`src/rtl/hex_entry_pad.sv`:
```
// hex_entry_pad: debounced pushbutton front end for 4-digit hexadecimal entry.
// Four raw buttons (up, left, enter, clr) are synchronized and debounced.
// Each debounced press edits a live 16-bit value and a digit cursor.
// ENTER commits the value to downstream logic over a valid/ready handshake.
// Optional feature: define HEX_ENTRY_AUTOREPEAT_EN to make a held up button
// repeat every 2^RPT_BITS cycles. The default build has no repeat logic.
module hex_entry_pad #(
  parameter int DB_BITS  = 18,
  parameter int RPT_BITS = 24
) (
  input  logic        clk,
  input  logic        rst_n,
  input  logic        btn_up,
  input  logic        btn_left,
  input  logic        btn_enter,
  input  logic        btn_clr,
  output logic [15:0] edit_val,
  output logic [1:0]  cursor,
  output logic [15:0] data_out,
  output logic        data_valid,
  input  logic        data_ready,
  output logic        busy
);

  // Reject parameter values for which the counters make no sense.
  if (DB_BITS < 2 || RPT_BITS < 2) begin : g_bad_params
    $error("hex_entry_pad: DB_BITS and RPT_BITS must both be at least 2");
  end

  typedef enum logic {
    ST_EDIT = 1'b0,
    ST_PEND = 1'b1
  } state_t;

  localparam logic [DB_BITS-1:0] DB_MAX = '1;

  // Button bit positions: 0 = up, 1 = left, 2 = enter, 3 = clr.
  logic [3:0] btn_raw;
  logic [3:0] press_evt;

  assign btn_raw = {btn_clr, btn_enter, btn_left, btn_up};

  genvar gi;
  for (gi = 0; gi < 4; gi++) begin : g_btn
    logic                sync1_q;
    logic                sync2_q;
    logic                prev_q;
    logic                stable_q;
    logic                press_q;
    logic [DB_BITS-1:0]  cnt_q;

    // Synchronize, debounce and detect the rising edge of the stable level.
    // The stable level only moves once the synchronized input has held one
    // value for a complete window. The same-as-last-cycle test stops a change
    // from slipping through on the edge where the counter is cleared.
    always_ff @(posedge clk) begin
      if (!rst_n) begin
        sync1_q  <= 1'b0;
        sync2_q  <= 1'b0;
        prev_q   <= 1'b0;
        stable_q <= 1'b0;
        press_q  <= 1'b0;
        cnt_q    <= '0;
      end else begin
        sync1_q <= btn_raw[gi];
        sync2_q <= sync1_q;
        prev_q  <= sync2_q;
        if (sync2_q != prev_q) begin
          cnt_q <= '0;
        end else if (cnt_q != DB_MAX) begin
          cnt_q <= cnt_q + 1'b1;
        end
        press_q <= 1'b0;
        if ((cnt_q == DB_MAX) && (sync2_q == prev_q) && (sync2_q != stable_q)) begin
          stable_q <= sync2_q;
          press_q  <= sync2_q;
        end
      end
    end

    assign press_evt[gi] = press_q;
  end

  state_t       state_q,      state_d;
  logic [15:0]  edit_val_q,   edit_val_d;
  logic [1:0]   cursor_q,     cursor_d;
  logic [15:0]  data_out_q,   data_out_d;
  logic         data_valid_q, data_valid_d;
  logic         up_evt;

`ifdef HEX_ENTRY_AUTOREPEAT_EN
  localparam logic [RPT_BITS-1:0] RPT_MAX = '1;

  logic [RPT_BITS-1:0] rpt_q, rpt_d;
  logic                stable_up;
  logic                rpt_fire;

  assign stable_up = g_btn[0].stable_q;
  assign rpt_fire  = (state_q == ST_EDIT) && stable_up && (rpt_q == RPT_MAX);
  assign up_evt    = press_evt[0] | rpt_fire;

  // Repeat timer: runs while up is held in EDIT. It restarts on any press
  // event, on release and in PEND. It wraps to zero on the cycle it fires.
  always_comb begin
    rpt_d = rpt_q + 1'b1;
    if ((state_q != ST_EDIT) || !stable_up || (|press_evt)) begin
      rpt_d = '0;
    end
  end

  // Repeat timer register.
  always_ff @(posedge clk) begin
    if (!rst_n) begin
      rpt_q <= '0;
    end else begin
      rpt_q <= rpt_d;
    end
  end
`else
  assign up_evt = press_evt[0];
`endif

  // Next-state logic. In EDIT only the highest-priority event is acted on.
  // In PEND every press is discarded until the handshake completes.
  always_comb begin
    state_d      = state_q;
    edit_val_d   = edit_val_q;
    cursor_d     = cursor_q;
    data_out_d   = data_out_q;
    data_valid_d = data_valid_q;
    case (state_q)
      ST_EDIT: begin
        if (press_evt[3]) begin
          edit_val_d = '0;
          cursor_d   = '0;
        end else if (press_evt[2]) begin
          data_out_d   = edit_val_q;
          data_valid_d = 1'b1;
          state_d      = ST_PEND;
        end else if (press_evt[1]) begin
          cursor_d = cursor_q + 2'd1;
        end else if (up_evt) begin
          // Per-nibble increment: 4-bit arithmetic wraps F to 0 with no carry.
          edit_val_d[{cursor_q, 2'b00} +: 4] = edit_val_q[{cursor_q, 2'b00} +: 4] + 4'd1;
        end
      end
      ST_PEND: begin
        if (data_valid_q && data_ready) begin
          data_valid_d = 1'b0;
          state_d      = ST_EDIT;
        end
      end
      default: begin
        state_d = ST_EDIT;
      end
    endcase
  end

  // State and output registers.
  always_ff @(posedge clk) begin
    if (!rst_n) begin
      state_q      <= ST_EDIT;
      edit_val_q   <= '0;
      cursor_q     <= '0;
      data_out_q   <= '0;
      data_valid_q <= 1'b0;
    end else begin
      state_q      <= state_d;
      edit_val_q   <= edit_val_d;
      cursor_q     <= cursor_d;
      data_out_q   <= data_out_d;
      data_valid_q <= data_valid_d;
    end
  end

  assign edit_val   = edit_val_q;
  assign cursor     = cursor_q;
  assign data_out   = data_out_q;
  assign data_valid = data_valid_q;
  assign busy       = data_valid_q;

endmodule
```
`config.mk`:
```
export PLATFORM = sky130hd
export DESIGN_NAME = hex_entry_pad
export DESIGN_NICKNAME = d
export VERILOG_FILES = /design/src/rtl/hex_entry_pad.sv
export SDC_FILE = /design/constraint.sdc
export NUM_CORES = 1
export LEC_CHECK = 0
export ABC_AREA = 1
export CAP_MARGIN = 25
export CORE_ASPECT_RATIO = 1.4
export CORE_MARGIN = 10
export CORE_UTILIZATION = 59
export DETAILED_ROUTE_END_ITERATION = 16
export PLACE_DENSITY = 0.8
export SLEW_MARGIN = 10
export SYNTH_ARGS = -nofsm -noshare
export SYNTH_HDL_FRONTEND = slang
export SYNTH_SLANG_ARGS = --single-unit
```
`constraint.sdc`:
```
create_clock -name clk -period 1.9 [get_ports clk]
set_clock_uncertainty 0.05 [all_clocks]
set_input_delay 0.285 -clock clk [delete_from_list [all_inputs] [get_ports clk]]
set_output_delay 0.285 -clock clk [all_outputs]
set_load 0.02 [all_outputs]
```
==> summary.md, run 1 <==
| Metric | Value |
|---|---|
| Status | `finished clean` |
| DP Area | `0.006814 sq mm` |
| Clk_lat worst skew | `420 ps` |
| Final Max Tran Viols | `0` |
| CP bufs+invs | `1` |
| Setup TNS | `0 ps` |
| Routed wire per std cell | `14.23 um` |
| Setup crit end kind | `primary output` |
| GRT Util Overall | `0.1993` |
| CTS tree | `yes` |
| Fin. Hold Viols | `0` |
| Sequential share of the synthesized area | `0.4160` |
| YS warnings | `0` |
| Final WL | `14,970 um` |
| Delay-heaviest family, CP | `buffers and inverters` |
| Vias per cell | `5.567` |
| Post-CTS Hold Buffers | `0` |
| GR Overflow Total | `0` |
| ANT nets after route | `0` |
| Hold Startpoint | `btn_enter` |
| Area share of the largest cell type after synthesis | `0.4160` |
| Placer Congestion | `0.9343` |
| Ant. Diodes | `0` |
| H-tree lvl count | `4` |
| Final setup fails | `0` |
| Reg clk slew, reported paths | `50 ps` |
| Unrepaired setup endpoints after global routing | `false` |
| Max-Cap Viols | `0` |
| Worst Path Arrival | `1480 ps` |
| Post-synth top area cell | `dfxtp_1` |
| Die area | `0.01498 sq mm` |
| Max FO, Critical Path | `4` |
| DRC viols | `0` |
| CP Cell Sequence | `clkdlybuf4s50_1` |
| Peak supply drop | `0.6565 mV` |
| Beginning of the critical path | `edit_val[13]` |
| Top post-synthesis cells by area | `dfxtp_1 42%, nand2_1 10%, inv_1 7.1%, nor2_1 4.8%, a21oi_1 4.5%` |
| Vias in the first global route | `5,590` |
| Site row count | `between 40 and 50` |
| Syn_nets | `851` |
| Rel. slew slack | `0.6645` |
| FFs w/ async S/R, synth | `0` |
| CP max-delay cell | `clkdlybuf4s50_1` |
| Lkg Pwr | `a little over 3 nW` |
| Core area | `0.01029 sq mm` |
| Largest net degree at the start of global routing | `34` |
| Crit-path max cell delay | `640 ps` |
| Via Count | `between 5k and 6k` |
| Synth cell types | `42` |
| Syn avg cell area | `7.377 sq um` |
| Ys flop type | `dfxtp_1` |
| Maximum root-to-sink buffer count | `2` |
| Post-Syn Area | `0.006160 sq mm` |
| RR Startpoint | `cursor[0]` |
| Initial antenna violation count | `0` |
| Achievable Freq | `550.2 MHz` |
| Power density over the cells | `875.5 mW/mm^2` |
| Critical Path RT | `1560 ps` |
| HP Class | `input port to flip-flop` |
| Die W | `between 100 and 150 um` |
| First-pass GRT wire length | `25,050 um` |
| Flop and latch count out of synthesis | `128` |
| Initial Util | `0.5983` |
| DR pass1 iterations | `5` |
| Hold slack | `348.4 ps` |
| Post-layout min period | `1818 ps` |
| Tightest Pin Transition | `497.9 ps` |
| CTS Root Cell | `clkbuf_16` |
| Final period util | `0.9566` |
| Crit start category | `flip-flop` |
| Clock Sinks | `128` |
| Post-route cell area | `roughly 0.0076 sq mm` |
| Setup CP Type | `flip-flop to primary output` |
| Share of layout cells above drive strength 1 | `0.1204` |
| Top Ports | `43` |
| Final HPWL DP | `roughly 10,000 um` |
| NumNets Final | `between 900 and 1k` |
| Number of buffers inserted by port buffering | `42` |
| Number of flops mapped to enable cells by yosys | `0` |
| Cells after Synth | `approximately 840` |
| Num CTS Buffers | `17` |
| Area grow syn2layout | `22.91%` |
| Die H | `140.9 um` |
| Initial DRC count | `368` |
final timing paths:
path	depth (start not counted)	end	slack [ps]
worst max-delay path	1	edit_val[13]	80
worst min-delay path	3	g_btn[2].sync1_q	350
worst min register to register	2	g_btn[0].sync2_q	360
worst max register to register	11	edit_val[6]	90
cells by family (layout without fill, tap and decap cells):
family / after synthesis / after routing / share of synthesized area
compound gates: 129 / 129 / 0.1133
xor+xnor: 45 / 45 / 0.06520
fa+ha+maj: 9 / 9 / 0.01828
buf+inv: 141 / 220 / 0.09262
flops: 128 / 128 / 0.4160
simple gates: 383 / 383 / 0.2945
layer usage:
layer,global-route usage,share of wire
met5,0,0
met2,0.3590,0.53
met4,0.1165,0.036
met1,0.2049,0.39
met3,0.04516,0.045
flip-flops by register name, summed over array words and instances (netlist names):
register / cells
g_btn.sync2_q: 4
g_btn.prev_q: 4
busy: 1
g_btn.sync1_q: 4
g_btn.stable_q: 4
cursor: 2
state_q: 1
g_btn.press_q: 4
edit_val: 16
data_out: 16
g_btn.cnt_q: 72
cell type report:
| class | count | area [sq um] |
|---|---|---|
| flip-flops and latches | 128 | 2567 |
| clock inverters | 10 | 206.4 |
| fillers | 792 | 2724 |
| multi-input cells | 566 | 3089 |
| repair buffers | 65 | 601.8 |
| well taps | 138 | 172.7 |
| inverters | 123 | 469.2 |
| clock buffers | 22 | 464.2 |
cells in the mapped netlist, types with 3 or more instances:
cell type	number
xor2_1	29
ha_1	9
inv_2	3
xnor2_1	15
clkbuf_1	6
o21ai_0	42
o21ai_1	6
nor3_2	7
buf_1	4
a21oi_2	4
nor2_2	6
inv_1	117
dfxtp_1	128
nor3_1	18
nor3_4	3
nand3_1	55
or2_2	6
buf_4	3
a21oi_1	55
nor2_4	3
nand4_2	3
nand3_2	5
nand2_1	165
nor4_1	5
a31oi_1	16
buf_6	3
nor2_1	78
nand2_2	3
nand4_1	20
power breakdown:
group          total [mW]  internal, mW  leakage (nW)  switching, mW
Clock                3.69          2.53         0.324           1.16
Combinational       0.190        0.0803          1.66          0.110
Sequential           2.75          2.72          1.04         0.0307
stage by stage:
stage,worst slack (ps),power [mW],cells,util
4_1_cts,10.24,6.648,1051,0.7269
5_1_grt,8.329,6.812,1052,0.7354
3_5_place_dp,86.47,2.983,1019,0.6619
3_3_place_gp,150.0,2.973,1019,0.6619
6_report,82.40,6.628,1052,0.7354
2_1_floorplan,3.155,2.909,835,-
repair_timing:
action / 4_1_cts / 5_1_grt
gates resized for setup: 1 / 21
pin swaps: 0 / 1
setup endpoints to repair: 1 / 51
cloned: 0 / 0
buffers inserted: 0 / 1
layout by cell type, fill, tap and decap left out, types with 3 or more instances in the layout:
| cell | count |
|---|---|
| nand3_1 | 55 |
| nor2_4 | 5 |
| nand4_2 | 3 |
| inv_4 | 3 |
| clkbuf_1 | 3 |
| dfxtp_1 | 124 |
| a21oi_1 | 55 |
| a21oi_2 | 4 |
| a31oi_1 | 16 |
| nand4_1 | 20 |
| clkdlybuf4s50_1 | 40 |
| dfxtp_2 | 4 |
| xor2_1 | 29 |
| o21ai_1 | 6 |
| nor3_1 | 17 |
| nor3_2 | 6 |
| clkbuf_16 | 17 |
| nor2_1 | 75 |
| o21ai_0 | 42 |
| nor3_4 | 5 |
| nand3_2 | 5 |
| nor4_1 | 5 |
| nand2_1 | 165 |
| nor2_2 | 7 |
| nand2_2 | 3 |
| ha_1 | 6 |
| bufinv_16 | 6 |
| buf_4 | 21 |
| xnor2_1 | 15 |
| or2_2 | 6 |
| inv_1 | 117 |
Power figures use the tool's default switching activity.
==> run 2: changes to the inputs <==
- SKIP_CTS_REPAIR_TIMING: not set -> 1
==> run 2 against run 1 <==
  * Sequential power hardly changed
  * Non-clock buffer count stayed put
  * Via count hardly changed
  * Register-to-register slack hardly changed
  * Setup slack hardly changed
  * Utilization hardly changed
  * First-iteration DRC count stayed put
  * Highest routed layer unchanged
  * Global-route usage hardly changed
  * Cell area hardly changed
  * Critical path depth stayed put
==> summary.md, run 2 (same netlist as run 1, synthesis figures left out) <==
| Metric | Value |
|---|---|
| Reg clk slew, reported paths | `50 ps (about the same)` |
| Reg2Reg Depth | `11 (unchanged)` |
| Peak supply drop | `0.6566 mV (was 0.6565 mV)` |
| GR Overflow Total | `0 (unchanged)` |
| Layout Cells excl Fill | `1,052 (unchanged)` |
| Core area | `0.01029 sq mm (unchanged)` |
| Share of layout cells above drive strength 1 | `0.1204 (unchanged)` |
| Register share of total power | `0.415 (about the same)` |
| Final Max Tran Viols | `0 (unchanged)` |
| GRT Util Overall | `0.1994 (was 0.1993)` |
| CP bufs+invs | `1 (unchanged)` |
| Hold Path Sink | `g_btn[2].sync1_q (unchanged)` |
| CTS Root Cell | `clkbuf_16 (unchanged)` |
| DR pass1 iterations | `6 (was 5)` |
| NumNets Final | `917 (unchanged)` |
| Worst Path Arrival | `1480 ps (about the same)` |
| Crit-path max cell delay | `640 ps (about the same)` |
| Setup crit end kind | `primary output (unchanged)` |
| Delay-heaviest family, CP | `buffers and inverters (unchanged)` |
| Max FO, Critical Path | `4 (unchanged)` |
| Most common cell after layout, fill and taps aside | `nand2_1 (unchanged)` |
| Combinational power share | `0.029 (about the same)` |
| Ant. Diodes | `0 (unchanged)` |
| Unrepaired setup endpoints after global routing | `false (unchanged)` |
| Tightest Pin Transition | `497.9 ps (unchanged)` |
| Number of buffers inserted by port buffering | `42 (unchanged)` |
| Hold Startpoint | `btn_enter (unchanged)` |
| Reg with most FFs | `g_btn.cnt_q (unchanged)` |
| RR Startpoint | `cursor[0] (unchanged)` |
| Hold slack | `348.3 ps (was 348.4 ps)` |
| Dpl ws | `86.47 ps (unchanged)` |
| Clk_lat worst skew | `420 ps (about the same)` |
| Overall power | `6.629 mW (was 6.628 mW)` |
| Die W | `106.4 um (unchanged)` |
| R2R Setup Slk | `90 ps (about the same)` |
| First-pass GRT wire length | `25,060 um (was 25,050 um)` |
| Status | `finished clean (unchanged)` |
| DP Area | `0.006814 sq mm (unchanged)` |
| Max layer used | `met4 (unchanged)` |
| Placed Cells incl. Taps | `1,019 (unchanged)` |
| Setup TNS | `0 ps (unchanged)` |
| Met3 WL post-DR | `683 um (was 673 um)` |
| Initial Util | `0.5983 (unchanged)` |
| Clock Sinks | `128 (unchanged)` |
| Vias in the first global route | `5,591 (was 5,590)` |
| Worst setup margin | `82.36 ps (was 82.40 ps)` |
| Layout Utilization | `0.7358 (was 0.7354)` |
| Routed wire per std cell | `14.24 um (was 14.23 um)` |
| Post-Route M1 WL | `5835 um (was 5828 um)` |
| Most frequent cells in the layout | `165 x nand2_1, 124 x dfxtp_1, 117 x inv_1, 75 x nor2_1 (unchanged)` |
| Clock network power share | `0.557 (about the same)` |
| H-tree lvl count | `4 (unchanged)` |
| Post-route cell area | `0.007575 sq mm (was 0.007571 sq mm)` |
| HP Class | `input port to flip-flop (unchanged)` |
| Final setup fails | `0 (unchanged)` |
| Initial DRC count | `368 (unchanged)` |
| Die H | `140.9 um (unchanged)` |
| Num CTS Buffers | `17 (unchanged)` |
| P_sw | `1.305 mW (was 1.304 mW)` |
| Filler cell count | `792 (unchanged)` |
| Lkg Pwr | `3.034 nW (was 3.020 nW)` |
| Largest net degree at the start of global routing | `34 (unchanged)` |
| Hold Path Depth | `3 (unchanged)` |
| Final HPWL DP | `10,450 um (unchanged)` |
| Max reg flops | `72 (unchanged)` |
| Critical Path RT | `1560 ps (about the same)` |
| Vias per cell | `5.570 (was 5.567)` |
| Area grow syn2layout | `22.97% (was 22.91%)` |
| ANT nets after route | `0 (unchanged)` |
| Setup CP Type | `flip-flop to primary output (unchanged)` |
| WL met2 | `7912 um (was 7926 um)` |
| Switch share | `0.1969 (was 0.1967)` |
| Via Count | `5,860 (was 5,857)` |
| FF-to-FF End | `edit_val[6] (unchanged)` |
| Placer Congestion | `0.9343 (unchanged)` |
| Initial antenna violation count | `0 (unchanged)` |
| Internal | `5.324 mW (about the same)` |
| Final WL | `14,980 um (was 14,970 um)` |
| CP Cell Sequence | `clkdlybuf4s50_1 (unchanged)` |
| Rel. slew slack | `0.6645 (unchanged)` |
| Top Ports | `43 (unchanged)` |
| Die area | `0.01498 sq mm (unchanged)` |
| Fin. Hold Viols | `0 (unchanged)` |
| Crit start category | `flip-flop (unchanged)` |
| Maximum root-to-sink buffer count | `2 (unchanged)` |
| CP max-delay cell | `clkdlybuf4s50_1 (unchanged)` |
| Power density over the cells | `875.2 mW/mm^2 (was 875.5 mW/mm^2)` |
| Final period util | `0.9567 (was 0.9566)` |
| DRC viols | `0 (unchanged)` |
| Achievable Freq | `550.2 MHz (about the same)` |
| Max-Cap Viols | `0 (unchanged)` |
| Post-layout min period | `1818 ps (about the same)` |
| CTS tree | `yes (unchanged)` |
| Site row count | `44 (unchanged)` |
==> run 2: cell type report <==
class / instances / area, sq um / area share
multi-input combinational: 566 / 3089 / 0.4078
sequential: 128 / 2567 / 0.3389
timing repair buffer: 65 / 605.6 / 0.07995
inverter: 123 / 469.2 / 0.06194
clock buffer: 22 / 464.2 / 0.06128
clock inverter: 10 / 206.4 / 0.02725
tap: 138 / 172.7 / 0.02279
==> run 2: worst max-delay path by stage <==
stage	startpoint	to	slack [ps]	depth (start not counted)
2_1_floorplan	cursor[0]	edit_val[2]	3	8
3_3_place_gp	g_btn[0].cnt_q[0]	g_btn[0].stable_q	150	10
3_5_place_dp	g_btn[3].cnt_q[1]	g_btn[3].stable_q	90	10
4_1_cts	cursor[0]	cursor[0]	-50	2
5_1_grt	cursor[0]	edit_val[6]	8	11
6_report	edit_val[13]	edit_val[13]	80	1
==> run 2: metal layers <==
metal,vias to the layer above,global-route usage
li1,2854,-
met1,2736,0.2052
met2,207,0.3590
met3,63,0.04516
met4,0,0.1165
met5,-,0
==> run 2: power groups by stage <==
stage	Clock (mW)	Combinational (mW)	Sequential, mW
after global routing	3.85	0.212	2.75
final	3.69	0.190	2.75
after detailed placement	0	0.182	2.80
after global placement	0	0.175	2.80
after CTS	3.72	0.184	2.74
after floorplan	0	0.110	2.80
==> run 3: changes to the inputs <==
- CORE_UTILIZATION: 59 -> 63
- DONT_BUFFER_PORTS: not set -> 1
- PLACE_DENSITY: 0.8 -> 0.79
==> run 3 against run 2 <==
  * The flow now finishes with violations (hold timing)
  * Combinational power is 7% lower
  * Count of clock-buffer cells in the layout stayed put
  * Register-to-register slack worse by 20 ps
==> summary.md, run 3 (same netlist as run 1, synthesis figures left out) <==
| Metric | Value |
|---|---|
| Core area | `0.009512 sq mm (was 0.01029 sq mm)` |
| Achievable Freq | `547.4 MHz (was 550.2 MHz)` |
| Initial Util | `0.6476 (was 0.5983)` |
| NumNets Final | `893 (was 917)` |
| Clock Sinks | `128 (unchanged)` |
| Final WL | `14,480 um (was 14,980 um)` |
| Most frequent cells in the layout | `165 x nand2_1, 128 x dfxtp_1, 117 x inv_1, 76 x nor2_1 (was 165 x nand2_1, 124 x dfxtp_1, 117 x inv_1, 75 x nor2_1)` |
| Clk_lat worst skew | `420 ps (about the same)` |
| Seq. cell area | `0.002562 sq mm (was 0.002567 sq mm)` |
| Max-Cap Viols | `0 (unchanged)` |
| Post-layout min period | `1827 ps (was 1818 ps)` |
| DRC viols | `0 (unchanged)` |
| Vias per cell | `5.460 (was 5.570)` |
| Placer Congestion | `0.9295 (was 0.9343)` |
| Status | `finished, violations left (was finished clean)` |
| ANT nets after route | `0 (unchanged)` |
| P_sw | `1.298 mW (was 1.305 mW)` |
| Delay-heaviest family, CP | `simple AND/OR/NAND/NOR gates (was buffers and inverters)` |
| HP Class | `input port to flip-flop (unchanged)` |
| Filler cell count | `717 (was 792)` |
| Register share of total power | `0.462 (was 0.415)` |
| H-tree lvl count | `4 (unchanged)` |
| R2R Setup Slk | `70 ps (was 90 ps)` |
| GRT Util Overall | `0.1976 (was 0.1994)` |
| Worst Path Arrival | `2080 ps (was 1480 ps)` |
| Initial DRC count | `394 (was 368)` |
| Via Count | `5,580 (was 5,860)` |
| Initial antenna violation count | `0 (unchanged)` |
| Site row count | `42 (was 44)` |
| Final HPWL DP | `9812 um (was 10,450 um)` |
| Share of layout cells above drive strength 1 | `0.1281 (was 0.1204)` |
| Tightest Pin Transition | `1015 ps (was 497.9 ps)` |
| Die H | `137.0 um (was 140.9 um)` |
| Die area | `0.01419 sq mm (was 0.01498 sq mm)` |
| Reg clk slew, reported paths | `50 ps (about the same)` |
| CTS tree | `yes (unchanged)` |
| CP Cell Sequence | `ha_1 > nand2_2 > inv_1 > nand2_1 > nor2_2 > nand2_1 > nor2_4 > nand2_1 > nand3_1 > o21ai_1 (was clkdlybuf4s50_1)` |
| Final period util | `0.9615 (was 0.9567)` |
| Clock network power share | `0.508 (was 0.557)` |
| Max reg flops | `72 (unchanged)` |
| Lkg Pwr | `2.872 nW (was 3.034 nW)` |
| Overall power | `5.937 mW (was 6.629 mW)` |
| Fin. Hold Viols | `1 (was 0)` |
| First-pass GRT wire length | `23,630 um (was 25,060 um)` |
| Crit-path max cell delay | `440 ps (was 640 ps)` |
| Maximum root-to-sink buffer count | `2 (unchanged)` |
| Final Max Tran Viols | `0 (unchanged)` |
| Layout Utilization | `0.7514 (was 0.7358)` |
| Max FO, Critical Path | `4 (unchanged)` |
| Setup CP Type | `flip-flop to flip-flop (was flip-flop to primary output)` |
| Setup TNS | `0 ps (unchanged)` |
| Crit start category | `flip-flop (unchanged)` |
| Setup crit end kind | `flip-flop (was primary output)` |
| Vias in the first global route | `5,370 (was 5,591)` |
| Number of buffers inserted by port buffering | `0 (was 42)` |
| Layout Cells excl Fill | `1,022 (was 1,052)` |
| CP most frequent cell | `nand2_1` |
| CP bufs+invs | `1 (unchanged)` |
| Placed Cells incl. Taps | `980 (was 1,019)` |
| Switch share | `0.2186 (was 0.1969)` |
| Internal | `4.639 mW (was 5.324 mW)` |
| Failing checks | `hold timing` |
| Power density over the cells | `830.6 mW/mm^2 (was 875.2 mW/mm^2)` |
| Reg with most FFs | `g_btn.cnt_q (unchanged)` |
| Routed wire per std cell | `14.16 um (was 14.24 um)` |
| Footprint of the multi-input gates | `0.003074 sq mm (was 0.003089 sq mm)` |
| Rel. slew slack | `0.3208 (was 0.6645)` |
| Top Ports | `43 (unchanged)` |
| Num CTS Buffers | `17 (unchanged)` |
| Peak supply drop | `0.6883 mV (was 0.6566 mV)` |
| Critical Path RT | `2150 ps (was 1560 ps)` |
| Die W | `103.6 um (was 106.4 um)` |
| Area grow syn2layout | `16.03% (was 22.97%)` |
| CTS Root Cell | `clkbuf_16 (unchanged)` |
| GR Overflow Total | `0 (unchanged)` |
| DR pass1 iterations | `5 (was 6)` |
| Most common cell after layout, fill and taps aside | `nand2_1 (unchanged)` |
| Largest net degree at the start of global routing | `39 (was 34)` |
| Combinational power share | `0.030 (was 0.029)` |
| Hold slack | `-24.55 ps (was 348.3 ps)` |
| Ant. Diodes | `0 (unchanged)` |
| CP max-delay cell | `dfxtp_1 (was clkdlybuf4s50_1)` |
| Final setup fails | `0 (unchanged)` |
## run 3: changes by cell type in the layout (fill, tap and decap cells not counted), sizes merged, moves of 2 or more
cell	before	now
clkdlybuf4s50	40	0
buf	23	32
dlygate4sd3	0	8
bufinv	6	1
clkinvlp	1	5
dlymetal6s2s	2	0
## run 3: stage by stage
step	setup WS [ps]	cell area (sq um)
after floorplan	3.155	6160
after global placement	151.4	6454
after detailed placement	65.75	6454
after CTS	24.82	7005
after global routing	-31.26	7147
final	73.22	7147
## run 3: power groups by stage
stage	Sequential, mW	Combinational (mW)	Clock [mW]
6_report	2.75	0.177	3.01
4_1_cts	2.74	0.151	3.04
2_1_floorplan	2.80	0.110	0
5_1_grt	2.75	0.196	3.13
3_3_place_gp	2.80	0.141	0
3_5_place_dp	2.80	0.148	0
## run 3: final timing paths
check / to / from / cells past startpoint
worst max register to register: g_btn[0].stable_q / g_btn[0].cnt_q[1] / 10
worst min register to register: g_btn[1].sync2_q / g_btn[1].sync1_q / 2
worst min-delay path: cursor[1] / rst_n / 2
worst max-delay path: g_btn[0].stable_q / g_btn[0].cnt_q[1] / 10
## run 3: metal layers
layer  vias up  track usage  wire length [um]
met4         0      0.09513               289
met2       174       0.3559              7435
met3        31      0.05224               724
met5         -            0                 0
li1       2802            -                 -
met1      2573       0.2107              6025
## run 3: final cells by class
type / count / area share
multi-input combinational: 567 / 0.4301
sequential: 128 / 0.3585
clock inverter: 10 / 0.01225
timing repair buffer: 40 / 0.04534
inverter: 123 / 0.06565
tap: 132 / 0.02311
clock buffer: 22 / 0.06495
## run 3: worst reg2reg max path: stages, from the launching register on
cell	delay (ps)
dfxtp_1	440
ha_1	260
nand2_2	100
inv_1	70
nand2_1	110
nor2_2	160
nand2_1	110
nor2_4	150
nand2_1	110
nand3_1	80
o21ai_1	80
